===== src/rtl/additive_voice.sv =====
// Additive-synthesis voice: once per sample period, sums up to HARMONICS sine partials
// from a shared LUT, each weighted by a linearly decaying amplitude, into an offset-binary sample.
module additive_voice #(
  parameter int unsigned HARMONICS       = 8,
  parameter int unsigned SAMPLE_INTERVAL = 1500,
  parameter int unsigned PHASE_WRAP      = 48000,
  parameter int unsigned LUT_SHIFT       = 5,
  parameter int unsigned LUT_AW          = 11,
  parameter int unsigned AMP_W           = 7,
  parameter int unsigned OUT_W           = 16
) (
  input  logic                     clock,
  input  logic                     reset,
  input  logic [15:0]              frequency,
  input  logic [6:0]               harm_count,
  input  logic [AMP_W-1:0]         rolloff,
  output logic [LUT_AW-1:0]        lut_addr,
  input  logic signed [15:0]       lut_data,
  output logic [OUT_W-1:0]         sample_out,
  output logic                     sample_valid,
  output logic                     overrun
);

  localparam int unsigned TIMER_W = (SAMPLE_INTERVAL > 1) ? $clog2(SAMPLE_INTERVAL) : 1;
  localparam int unsigned PH_W    = $clog2(PHASE_WRAP);
  localparam int unsigned HIDX_W  = (HARMONICS > 1) ? $clog2(HARMONICS) : 1;
  localparam int unsigned INC_W   = 24;
  localparam int unsigned AMP_MAX = (1 << AMP_W) - 1;
  localparam int unsigned MID     = 1 << (OUT_W - 1);
  localparam int unsigned OUT_MAX = (1 << OUT_W) - 1;

  typedef enum logic [2:0] {
    S_IDLE, S_PHASE, S_ADDR, S_WAIT1, S_WAIT2, S_MAC, S_NEXT, S_DONE
  } state_t;

  state_t                   state_q, state_d;
  logic [TIMER_W-1:0]       timer;
  logic [15:0]              freq_q;
  logic [6:0]               n_q, h_q, n_in;
  logic [AMP_W-1:0]         amp_q;
  logic [INC_W-1:0]         inc_q;
  logic signed [31:0]       acc_q;
  logic [PH_W-1:0]          p_q;
  logic [PH_W-1:0]          phase_mem [HARMONICS];

  logic                     tick, skip;
  logic [HIDX_W-1:0]        idx;
  logic [PH_W:0]            p_sum;
  logic [PH_W-1:0]          p_next;
  logic signed [31:0]       lut_ext, amp_ext, prod, mac_term;
  logic signed [32:0]       s_wide;
  logic [OUT_W-1:0]         s_clamped;

  assign tick = (timer == TIMER_W'(SAMPLE_INTERVAL - 1));
  assign n_in = (harm_count > 7'(HARMONICS)) ? 7'(HARMONICS) : harm_count;
  assign idx  = h_q[HIDX_W-1:0];

  // State register
  always_ff @(posedge clock) begin
    if (reset) state_q <= S_IDLE;
    else       state_q <= state_d;
  end

  // Next state; a tick always restarts the calculation
  always_comb begin
    state_d = state_q;
    if (tick) begin
      state_d = (n_in == 7'd0) ? S_DONE : S_PHASE;
    end else begin
      case (state_q)
        S_PHASE: state_d = skip ? S_NEXT : S_ADDR;
        S_ADDR:  state_d = S_WAIT1;
        S_WAIT1: state_d = S_WAIT2;
        S_WAIT2: state_d = S_MAC;
        S_MAC:   state_d = S_NEXT;
        S_NEXT:  state_d = ((h_q + 7'd1) == n_q) ? S_DONE : S_PHASE;
        S_DONE:  state_d = S_IDLE;
        default: state_d = S_IDLE;
      endcase
    end
  end

  // Datapath combinational terms: Nyquist/zero-amp skip, phase step, MAC term, output clamp
  always_comb begin
    skip     = (inc_q >= INC_W'(PHASE_WRAP / 2)) || (amp_q == '0);
    p_sum    = {1'b0, phase_mem[idx]} + (PH_W + 1)'(inc_q);
    p_next   = (p_sum >= (PH_W + 1)'(PHASE_WRAP)) ? PH_W'(p_sum - (PH_W + 1)'(PHASE_WRAP))
                                                  : PH_W'(p_sum);
    lut_ext  = 32'(lut_data);
    amp_ext  = signed'(32'(amp_q));
    prod     = lut_ext * amp_ext;
    mac_term = prod >>> AMP_W;
    s_wide   = 33'(acc_q) + signed'(33'(MID));
    if (s_wide < 33'sd0)                          s_clamped = '0;
    else if (s_wide > signed'(33'(OUT_MAX)))      s_clamped = OUT_W'(OUT_MAX);
    else                                          s_clamped = s_wide[OUT_W-1:0];
  end

  // Datapath and registered outputs
  always_ff @(posedge clock) begin
    if (reset) begin
      timer        <= '0;
      freq_q       <= '0;
      n_q          <= '0;
      h_q          <= '0;
      amp_q        <= '0;
      inc_q        <= '0;
      acc_q        <= '0;
      p_q          <= '0;
      lut_addr     <= '0;
      sample_out   <= OUT_W'(MID);
      sample_valid <= 1'b0;
      overrun      <= 1'b0;
      for (int i = 0; i < int'(HARMONICS); i++) phase_mem[i] <= '0;
    end else begin
      sample_valid <= 1'b0;
      overrun      <= 1'b0;
      timer        <= tick ? '0 : timer + TIMER_W'(1);
      if (tick) begin
        overrun <= (state_q != S_IDLE);
        freq_q  <= frequency;
        n_q     <= n_in;
        amp_q   <= AMP_W'(AMP_MAX);
        inc_q   <= INC_W'(frequency);
        h_q     <= '0;
        acc_q   <= '0;
      end else begin
        case (state_q)
          S_PHASE: begin
            if (skip) begin
              phase_mem[idx] <= '0;
            end else begin
              phase_mem[idx] <= p_next;
              p_q            <= p_next;
            end
          end
          S_ADDR: lut_addr <= LUT_AW'(p_q >> LUT_SHIFT);
          S_MAC:  acc_q    <= acc_q + mac_term;
          S_NEXT: begin
            h_q   <= h_q + 7'd1;
            inc_q <= inc_q + INC_W'(freq_q);
            amp_q <= (amp_q > rolloff) ? amp_q - rolloff : '0;
          end
          S_DONE: begin
            sample_out   <= s_clamped;
            sample_valid <= 1'b1;
          end
          default: ;
        endcase
      end
    end
  end

endmodule

===== config.mk =====
export PLATFORM = sky130hd
export DESIGN_NAME = additive_voice
export DESIGN_NICKNAME = d
export VERILOG_FILES = /design/src/rtl/additive_voice.sv
export SDC_FILE = /design/constraint.sdc
export NUM_CORES = 1
export LEC_CHECK = 0
export CORE_MARGIN = 2
export CORE_UTILIZATION = 30
export DETAILED_ROUTE_END_ITERATION = 12
export PLACE_DENSITY = 0.42
export SYNTH_ARGS = -nofsm -noshare
export SYNTH_HDL_FRONTEND = slang
export SYNTH_SLANG_ARGS = --single-unit
export TNS_END_PERCENT = 20

===== constraint.sdc =====
create_clock -name clock -period 14.1 [get_ports clock]
set_input_delay 4.23 -clock clock [delete_from_list [all_inputs] [get_ports clock]]
set_output_delay 4.23 -clock clock [all_outputs]
set_load 0.05 [all_outputs]

==> run metrics, run 1 <==
Critical Path Source Type input pin; total gr overflow 0; Die Y 255 um; Required @ worst endpoint 14580 ps; end of the worst register-to-register path acc_q[30]$_SDFFE_PP0P_; setup tns final 0 ps; Post-synth EDFFs approximately 130; Psw 0.506 mW; Synth area leaders edfxtp_1 (20%), dfxtp_1 (16%), fa_1 (9.4%); Storage cell area 6850 um2; Syn Nets 2273; GR Util All Layers 0.165; Filler Cells Inserted approximately 6.4k; worst slack at placement 1400 ps; first-pass GRT wire length 84.0 mm; fin crit share 0.863; most frequent cell after synthesis nand2_1; largest net degree at the start of global routing 57; Critical Path End Type flip-flop; Sink Count 278; RSZ-0062 raised after global routing no; Netlist cell types 79; Max Fclk slightly above 0.08 GHz; Slew Viols, Final 0; Reg2Reg Depth 32; die width approximately 260 um; CTS tree built; Layout Cells excl Fill 2942; Reg clk slew, reported paths about 60 ps; Layout Skew 15.1 ps; Setup Fix Bufs, Post-CTS 0; DRT antenna net count 0; core area between 60000 and 70000 um2; ys async rst share 0; first-iteration detailed-routing DRC count 860; Data arrival, critical path ~13000 ps; clk buf depth 3; placer congestion estimate a little under 0.8; H-Tree Depth 2; via count 14.3k; post-DR wirelength/cell 17.6 um; share of cells above drive strength 1 0.0768; sequential area share after synthesis 0.362; diode count 0; critical path class in2reg; Post-DP HPWL around 37 mm; Hold Path Class reg2reg; R2R setup slack 5360 ps; Comb power frac 0.087; reg2reg start amp_q[3]$_SDFFE_PP0P_; placed cells 2876; vias in the first global route 14.9k; DRC 0; Synth top area share 0.203; Mapped Area between 15000 and 20000 um2; NumNets Final 2327; Hold-fix buffers, CTS 0; leading area contributor after synthesis edfxtp_1; critical path's slowest cell clkdlybuf4s50_1; Initial Utilization 0.302; post-cts sizing count 0; Max VDD drop 0.0801 mV; Seq cells post-synth 278; Setup WS post-layout 1930 ps; Power Dens Cells around 91 nW/um2; DRT Pass-1 Iters 5; Clock Power Share 0.472; relative slew slack 0.251; Synth Warn # 0; Net Sw Frac 0.254; I/O pins 77; row count 92; max_cap viols 0; Worst Setup SP lut_data[4]; Main synth FF type dfxtp_1; Die Area 65100 um2; Mapped Cells about 2.0k; leakage power 8.91 nW; CP Max Fanout 7; via/cell ratio 4.87; clock latency on the worst-skew pair 550 ps; Fin. Hold Viols 0; crit path to acc_q[30]$_SDFFE_PP0P_; Internal between 1 and 1.5 mW; Reg power frac 0.440; initial antenna violation count 0; average cell area after synthesis 9.40 um2; Area growth syn-to-layout 15.0%; area taken by multi-input logic gates 11200 um2; outcome finished, final reports clean; Post-synth top cells nand2_1 (231), nor2_1 (222), inv_1 (158); WL final around 52 mm; Setup Viol. Count Final 0; Port Buffers 76; Min Hold Slack 449 ps; Slew @ Worst Pin 1120 ps; CTS buffer count 36; slowest stage delay, CP 610 ps; clk root buf clkbuf_16; minimum clock period roughly 12000 ps
## worst max-delay path: cells and delay by family
kind | cells | cell delay (ps)
buffers and inverters | 4 | 760
AND/OR/NAND/NOR | 4 | 820
adder cells (fa/ha/maj) | 6 | 2580
XOR/XNOR | 2 | 290
AO/OA/AOI/OAI | 17 | 3970
## logic make-up after synthesis
kind of cell	share of synthesized area
flops	0.362
mux	0.0515
fa+ha+maj	0.175
simple gates	0.190
compound gates	0.130
buf+inv	0.0460
xor+xnor	0.0467
## area by class of cell
class                           count  share of cell area
Clock buffer                       43              0.0441
Clock inverter                     23              0.0104
Inverter                          158              0.0273
Multi-Input combinational cell   1506               0.516
Sequential cell                   278               0.315
Tap cell                          846              0.0487
Timing Repair Buffer               88              0.0390
## worst min path at each step
stage                            startpoint  slack (ps)  cells past startpoint                      end
CTS                     p_q[7]$_SDFFE_PP0P_         450                      2      p_q[7]$_SDFFE_PP0P_
finish                  timer[0]$_SDFF_PP0_         450                      1      timer[0]$_SDFF_PP0_
floorplan               timer[0]$_SDFF_PP0_         420                      1      timer[0]$_SDFF_PP0_
global placement       p_q[15]$_SDFFE_PP0P_         440                      2     p_q[15]$_SDFFE_PP0P_
detailed placement     p_q[15]$_SDFFE_PP0P_         440                      2     p_q[15]$_SDFFE_PP0P_
global route        freq_q[15]$_SDFFE_PP0P_         470                      2  freq_q[15]$_SDFFE_PP0P_
## sequential cells by signal (all words and copies together), names as in the netlist, named ones only
register / flops
acc_q: 32
lut_addr: 11
sample_out: 16
h_q: 7
sample_valid: 1
inc_q: 24
timer: 11
phase_mem: 128
amp_q: 7
p_q: 11
freq_q: 16
n_q: 7
overrun: 1
state_q: 3
## power groups by stage
stage / combinational [mW] / clock (mW) / sequential [mW]
detailed placement: 0.174 / 0 / 0.893
finish: 0.174 / 0.939 / 0.876
floorplan: 0.115 / 0 / 0.884
global route: 0.189 / 0.999 / 0.878
CTS: 0.175 / 0.968 / 0.875
global placement: 0.174 / 0 / 0.892
## cell usage in the layout (no fill, tap or decap), types with 6 or more instances in the layout
cell type	netlist	final
ha_1	122	122
nand3_1	54	53
xor2_1	35	35
nand4_1	14	14
clkbuf_16	0	37
o21a_1	16	16
a31oi_1	7	7
edfxtp_1	128	128
or3_1	19	19
mux2_2	16	16
o21bai_1	13	13
xnor2_1	53	53
dfxtp_1	150	149
o211ai_1	11	11
o211ai_2	6	6
a21o_1	43	43
fa_1	89	89
a211oi_1	19	19
a21oi_1	152	152
mux4_2	32	32
and3_1	17	17
nand2b_1	14	14
o21ai_0	61	61
clkinv_2	0	10
nor2_1	222	221
o21ai_1	8	8
nand2_1	231	231
clkdlybuf4s50_1	0	75
and2_1	96	96
buf_4	0	13
nor2b_1	13	13
inv_1	158	158
nor4_1	9	9
mux2i_1	6	6
nor3_1	43	43
## metrics by stage
stage | utilization | power [mW] | instance area [um2]
after floorplan | - | 0.999 | 18900
after global placement | 0.328 | 1.07 | 20600
after detailed placement | 0.328 | 1.07 | 20600
after CTS | 0.347 | 2.02 | 21800
after global routing | 0.347 | 2.07 | 21800
final | 0.347 | 1.99 | 21800
## layer usage
metal,share of wire,GRT usage
met1,0.49,0.233
met2,0.46,0.270
met3,0.032,0.0241
met4,0.016,0.0339
met5,0,0
(Power assumes the default switching activity.)
==> inputs of run 2 (changes only) <==
- CAP_MARGIN: default -> 5
- CORE_MARGIN: 2 -> 8
==> run metrics, run 2 (same netlist as run 1, synthesis figures left out) <==
Layout Skew 22.0 ps (+6.92 ps); via/cell ratio 4.91 (+0.75%); DRC 0 (unchanged); WL final 51.8 mm (about the same); Hold-fix buffers, CTS 0 (unchanged); delay-heaviest family, CP compound AO/OA/AOI/OAI gates; vias in the first global route 14.7k (-1.0%); Internal 1.45 mW (-2.2%); max_cap viols 0 (unchanged); Die Y 267 um (+4.7%); Fin. Hold Viols 0 (unchanged); share of cells above drive strength 1 0.0728 (-0.00405); Reg clk slew, reported paths 60 ps (about the same); CP Buf/Inv Count 4 (unchanged); die width 267 um (+4.7%); Layout Cells excl Fill 2935 (-0.24%); core area 62700 um2 (unchanged); worst slack at placement 1370 ps (-26.5 ps); max reg flops 128 (unchanged); Psw 0.484 mW (-4.3%); critical path's slowest cell clkdlybuf4s50_1; Slew Viols, Final 0 (unchanged); placed cells 2875 (-0.035%); Critical Path End Type flip-flop; Sink Count 278 (unchanged); Hold Path Class reg2reg; Comb power frac 0.089 (+0.002); Setup Viol. Count Final 0 (unchanged); reg2reg start amp_q[4]$_SDFFE_PP0P_; Worst Setup SP lut_data[3]; Net Sw Frac 0.250 (-0.00413); Power Dens Cells 89.3 nW/um2 (-2.3%); clock latency on the worst-skew pair 550 ps (about the same); Reg2Reg Depth 32 (unchanged); Setup Fix Bufs, Post-CTS 0 (unchanged); Initial Utilization 0.302 (unchanged); most frequent cells in the layout nand2_1 (231), nor2_1 (221), inv_1 (158), a21oi_1 (152), dfxtp_1 (149); Max Fclk 0.0820 GHz (-0.15%); Crit. path cell count 33 (unchanged); most common cell after layout, fill and taps aside nand2_1; Data arrival, critical path 12650 ps (about the same); placer congestion estimate 0.796 (+1.5%); placed cell areas 20600 um2 (about the same); Die Area 71400 um2 (+9.6%); Util after Layout 0.345 (-0.00146); end of the worst register-to-register path acc_q[30]$_SDFFE_PP0P_; slowest stage delay, CP 630 ps (+20 ps); Top Registers phase_mem: 128 flops, acc_q: 32 flops, inc_q: 24 flops; Required @ worst endpoint 14560 ps (-20 ps); post-cts sizing count 0 (unchanged); Max VDD drop 0.0583 mV (-27%); clk root buf clkbuf_16; DRT Pass-1 Iters 6 (+1); critical path class in2reg; register with the most flip-flops phase_mem; CP Max Fanout 7 (unchanged); NumNets Final 2325 (-0.086%); Post-DP HPWL 37.4 mm (+0.95%); initial antenna violation count 0 (unchanged); minimum clock period 12190 ps (+18.8 ps); via count 14.4k (+0.51%); largest net degree at the start of global routing 76 (+33%); DRT antenna net count 0 (unchanged); GR Util All Layers 0.147 (-0.0188); diode count 0 (unchanged); Slew @ Worst Pin 1100 ps (-19.8 ps); leakage power 8.87 nW (-0.50%); clk buf depth 3 (unchanged); H-Tree Depth 2 (unchanged); CTS tree built; Critical Path Source Type input pin; crit path to acc_q[30]$_SDFFE_PP0P_; final instance area 21700 um2 (-0.42%); Port Buffers 76 (unchanged); Min Hold Slack 447 ps (-2.53 ps); first-iteration detailed-routing DRC count 772 (-10%); total chip power 1.93 mW (-2.7%); CTS buffer count 35 (-2.8%); first-pass GRT wire length 83.6 mm (-0.42%); setup tns final 0 ps (unchanged); fin crit share 0.864 (+0.00133); outcome finished, final reports clean; Reg power frac 0.452 (+0.012); row count 92 (unchanged); I/O pins 77 (unchanged); post-DR wirelength/cell 17.7 um (+0.28%); RSZ-0062 raised after global routing no; Area growth syn-to-layout 14.5%; Clock Power Share 0.459 (-0.013); relative slew slack 0.264 (+0.0132); Setup WS post-layout 1910 ps (-18.8 ps); total gr overflow 0 (unchanged); R2R setup slack 5340 ps (-20 ps)
[run 2: cell count changes in the layout (fill, tap and decap cells not counted)]
| cell | before | now |
|---|---|---|
| clkbuf_16 | 37 | 35 |
| clkbuf_1 | 5 | 4 |
| clkinvlp_4 | 2 | 0 |
| buf_4 | 13 | 12 |
| clkinv_1 | 4 | 7 |
| clkinv_2 | 10 | 6 |
| inv_6 | 3 | 1 |
| clkbuf_8 | 1 | 4 |
| bufinv_16 | 4 | 3 |
[run 2: per-layer routing]
metal | GRT usage | wire [um]
met3 | 0.0247 | 1700
met5 | 0 | 0
met1 | 0.203 | 25700
met2 | 0.241 | 23700
met4 | 0.0282 | 755
[run 2: area by class of cell]
class                   count  area (um2)
clock buffers              43         946
multi-input cells        1506       11200
flip-flops and latches    278        6850
fillers                  6389       41100
repair buffers             87         841
inverters                 158         593
clock inverters            17         155
well taps                 846        1060
[run 2: worst min-delay path by stage]
stage / slack, ps / depth (start not counted) / to / startpoint
2_1_floorplan: 420 / 1 / timer[0]$_SDFF_PP0_ / timer[0]$_SDFF_PP0_
3_3_place_gp: 430 / 1 / timer[0]$_SDFF_PP0_ / timer[0]$_SDFF_PP0_
3_5_place_dp: 430 / 2 / p_q[15]$_SDFFE_PP0P_ / p_q[15]$_SDFFE_PP0P_
4_1_cts: 450 / 1 / timer[0]$_SDFF_PP0_ / timer[0]$_SDFF_PP0_
5_1_grt: 470 / 2 / p_q[9]$_SDFFE_PP0P_ / p_q[9]$_SDFFE_PP0P_
6_report: 450 / 1 / timer[0]$_SDFF_PP0_ / timer[0]$_SDFF_PP0_
[run 2: worst register-to-register path, delay by kind of cell, from the launching register on]
kind	cells	cell delay, ps
and+or+nand+nor	4	890
AOI/OAI and AO/OA	17	3920
DFF	1	840
xor gates and xnor gates	2	300
adders and majority gates	6	2590
buffers and inverters	3	150
[run 2: power groups by stage]
stage               sequential (mW)  combinational, mW  clock (mW)
global placement              0.891              0.173           0
finish                        0.875              0.172       0.887
CTS                           0.875              0.174       0.919
floorplan                     0.884              0.115           0
detailed placement            0.892              0.173           0
global route                  0.877              0.188       0.948
==> RTL edit, RTL diff (flow settings as in run 2) <==
One comparison of `timer` changes from == to >=.
--- a/src/rtl/additive_voice.sv
+++ b/src/rtl/additive_voice.sv
@@ -53,3 +53,3 @@
 
-  assign tick = (timer == TIMER_W'(SAMPLE_INTERVAL - 1));
+  assign tick = (timer >= TIMER_W'(SAMPLE_INTERVAL - 1));
   assign n_in = (harm_count > 7'(HARMONICS)) ? 7'(HARMONICS) : harm_count;
Behaviour: same outputs for any inputs over 10 cycles, from zero or initial values and one cycle with reset high; that may be too few to reach the edited logic, so the function may still have changed.
==> RTL edit against run 2 <==
Wire length is 8.5% higher; via count is 4.0% higher; sequential cell count stayed put; final area is 2.5% higher; critical endpoint unchanged; worst setup slack better by 0.56 ns; sequential power hardly changed; area after synthesis is 2.8% higher; global-route usage is 0.64 points higher; largest power group unchanged; power is 0.76% higher; sequential share of layout area is 0.78 points lower.
==> RTL edit: results (changes against run 2) <==
reg2reg end=acc_q[30]; worst r2r path cells=27 (-16%); Worst Path Arrival=12.02 ns (-0.63 ns); GRT Util Overall=0.153 (+0.00640); max_slew headroom=0.200 (-0.0646); first-pass GRT wire length=90000 microns (+7.7%); H-Tree Level Count=2 (unchanged); Reg2Reg Setup Slack=5.85 ns (+0.51 ns); Antenna diodes=0 (unchanged); count of nets after finishing=2363 (+1.6%); clk buf depth=3 (unchanged); status=completed; critical-path maximum fanout=7 (unchanged); Skew-Pair Late Insertion Delay=0.55 ns (about the same); hold wc startpoint=p_q[15]; fmax=0.0860 GHz (+4.8%); largest net degree at the start of global routing=61 (-20%); Placer Congestion=0.793 (-0.36%); FF-to-FF Start=amp_q[3]; Synthesis Warnings=0 (unchanged); hold endpoint=p_q[15]; syn_nets=2320 (+2.1%); DP HPWL=40400 microns (+8.2%); Yosys cell types=81 (+2.5%); hold slack=0.444 ns (-0.00285 ns); layout cells sized above 1=0.0779 (+0.00517); detailed-route wire length=56200 microns (+8.5%); Max Cap Viol=0 (unchanged); initial antenna violation count=1 (+1); First-pass DRT Iterations=5 (-1); largest registers=phase_mem (128), acc_q (32), inc_q (24); vias in the first global route=15600 (+5.7%); most frequent cells after synthesis=nand2_1 (199), nor2_1 (189), inv_1 (155); Post-CTS Setup Repair Bufs=0 (unchanged); clock root cell=clkbuf_16; Post-synth EDFFs=128 (unchanged); skew final=0.0289 ns (+0.00686 ns); Iteration-0 DRC Markers=815 (+5.6%); clk slew on worst S/H paths=0.06 ns (about the same); DP Worst Slack=2.01 ns (+0.633 ns); CTS buffer count=35 (unchanged); number of cells on the worst hold path=2 (+1); Port Buffer Count=76 (unchanged); Layout fillers=6617 (+3.6%); post-cts repair resize count=0 (unchanged); Worst Hold Class=flip-flop to flip-flop; Leakage=0.00890 uW (+0.30%); ys async rst share=0 (unchanged); main flop type after synthesis=dfxtp_1; Synth area leaders=edfxtp_1 (20%), dfxtp_1 (15%), fa_1 (9.2%), ha_1 (7.8%), a21oi_1 (3.9%); Vias per Instance=5.01 (+2.2%); Peak VDD IR=59.4 uV (+2.0%); sequential share of the synthesized area=0.352 (-0.00980)
[RTL edit: changes by cell type after synthesis, moves of 13 or more]
cell,change
nand2b_1,+13
nor2_1,-33
a211oi_1,+18
clkbuf_1,+18
nand2_1,-32
[RTL edit: worst max-delay path: stages]
cell             delay, ns
clkdlybuf4s50_1       0.51
and2_1                0.23
fa_1                  0.57
fa_1                  0.45
fa_1                  0.55
inv_1                 0.06
fa_1                  0.53
inv_1                 0.04
ha_1                  0.22
or3_1                 0.38
nor3_1                0.14
o21ai_0               0.21
a311oi_1              0.54
o21bai_1              0.21
a21oi_1               0.30
nor2_1                0.08
a211oi_1              0.26
xnor2_1               0.16
ha_1                  0.21
a21oi_1               0.08
a2bb2oi_1             0.17
o21ai_0               0.24
a311oi_1              0.08
o41ai_1               0.73
nand2_1               0.17
a311oi_1              0.34
mux2i_1               0.23
a21oi_1               0.08
[RTL edit: logic make-up after synthesis]
kind of cell             after synthesis  share of synthesized area
AO/OA/AOI/OAI                        427                      0.146
XOR/XNOR                             107                     0.0482
adder cells (fa/ha/maj)              211                      0.170
buffers and inverters                248                     0.0488
flip-flops                           278                      0.352
multiplexers                          64                     0.0546
AND/OR/NAND/NOR                      726                      0.180
[RTL edit: through the flow]
stage / cells / area, sq um
after CTS: 2985 / 22200
after detailed placement: 2922 / 21100
after global placement: 2922 / 21100
after global routing: 2985 / 22200
final: 2985 / 22200
after floorplan: 2061 / 19400
[RTL edit: worst max-delay path by stage]
| stage | start | end |
|---|---|---|
| 4_1_cts | lut_data[4] | acc_q[30] |
| 3_3_place_gp | lut_data[4] | acc_q[30] |
| 6_report | lut_data[4] | acc_q[30] |
| 2_1_floorplan | lut_data[6] | acc_q[30] |
| 3_5_place_dp | lut_data[4] | acc_q[30] |
| 5_1_grt | lut_data[4] | acc_q[30] |
[RTL edit: area by class of cell]
cell class,instances,area (sq um),share of cell area
Timing Repair Buffer,99,931,0.0419
Multi-Input combinational cell,1535,11700,0.525
Tap cell,855,1070,0.0482
Sequential cell,278,6850,0.308
Inverter,155,582,0.0262
Clock buffer,57,1070,0.0481
Clock inverter,6,45.0,0.00203
[RTL edit: where the power goes]
group          leakage, uW  switching [uW]  total, uW  internal [uW]
combinational      0.00582             127        196           69.1
sequential         0.00253            12.4        876            863
clock             0.000549             358        877            519
total              0.00890             498       1950           1450
[RTL edit: routing by layer]
layer  vias to the layer above  GRT usage  share of wire
met5                         -          0              0
met4                         0     0.0358          0.018
met3                        61     0.0210          0.033
met2                       230      0.247           0.45
met1                      7324      0.215           0.50
li1                       7354          -              -
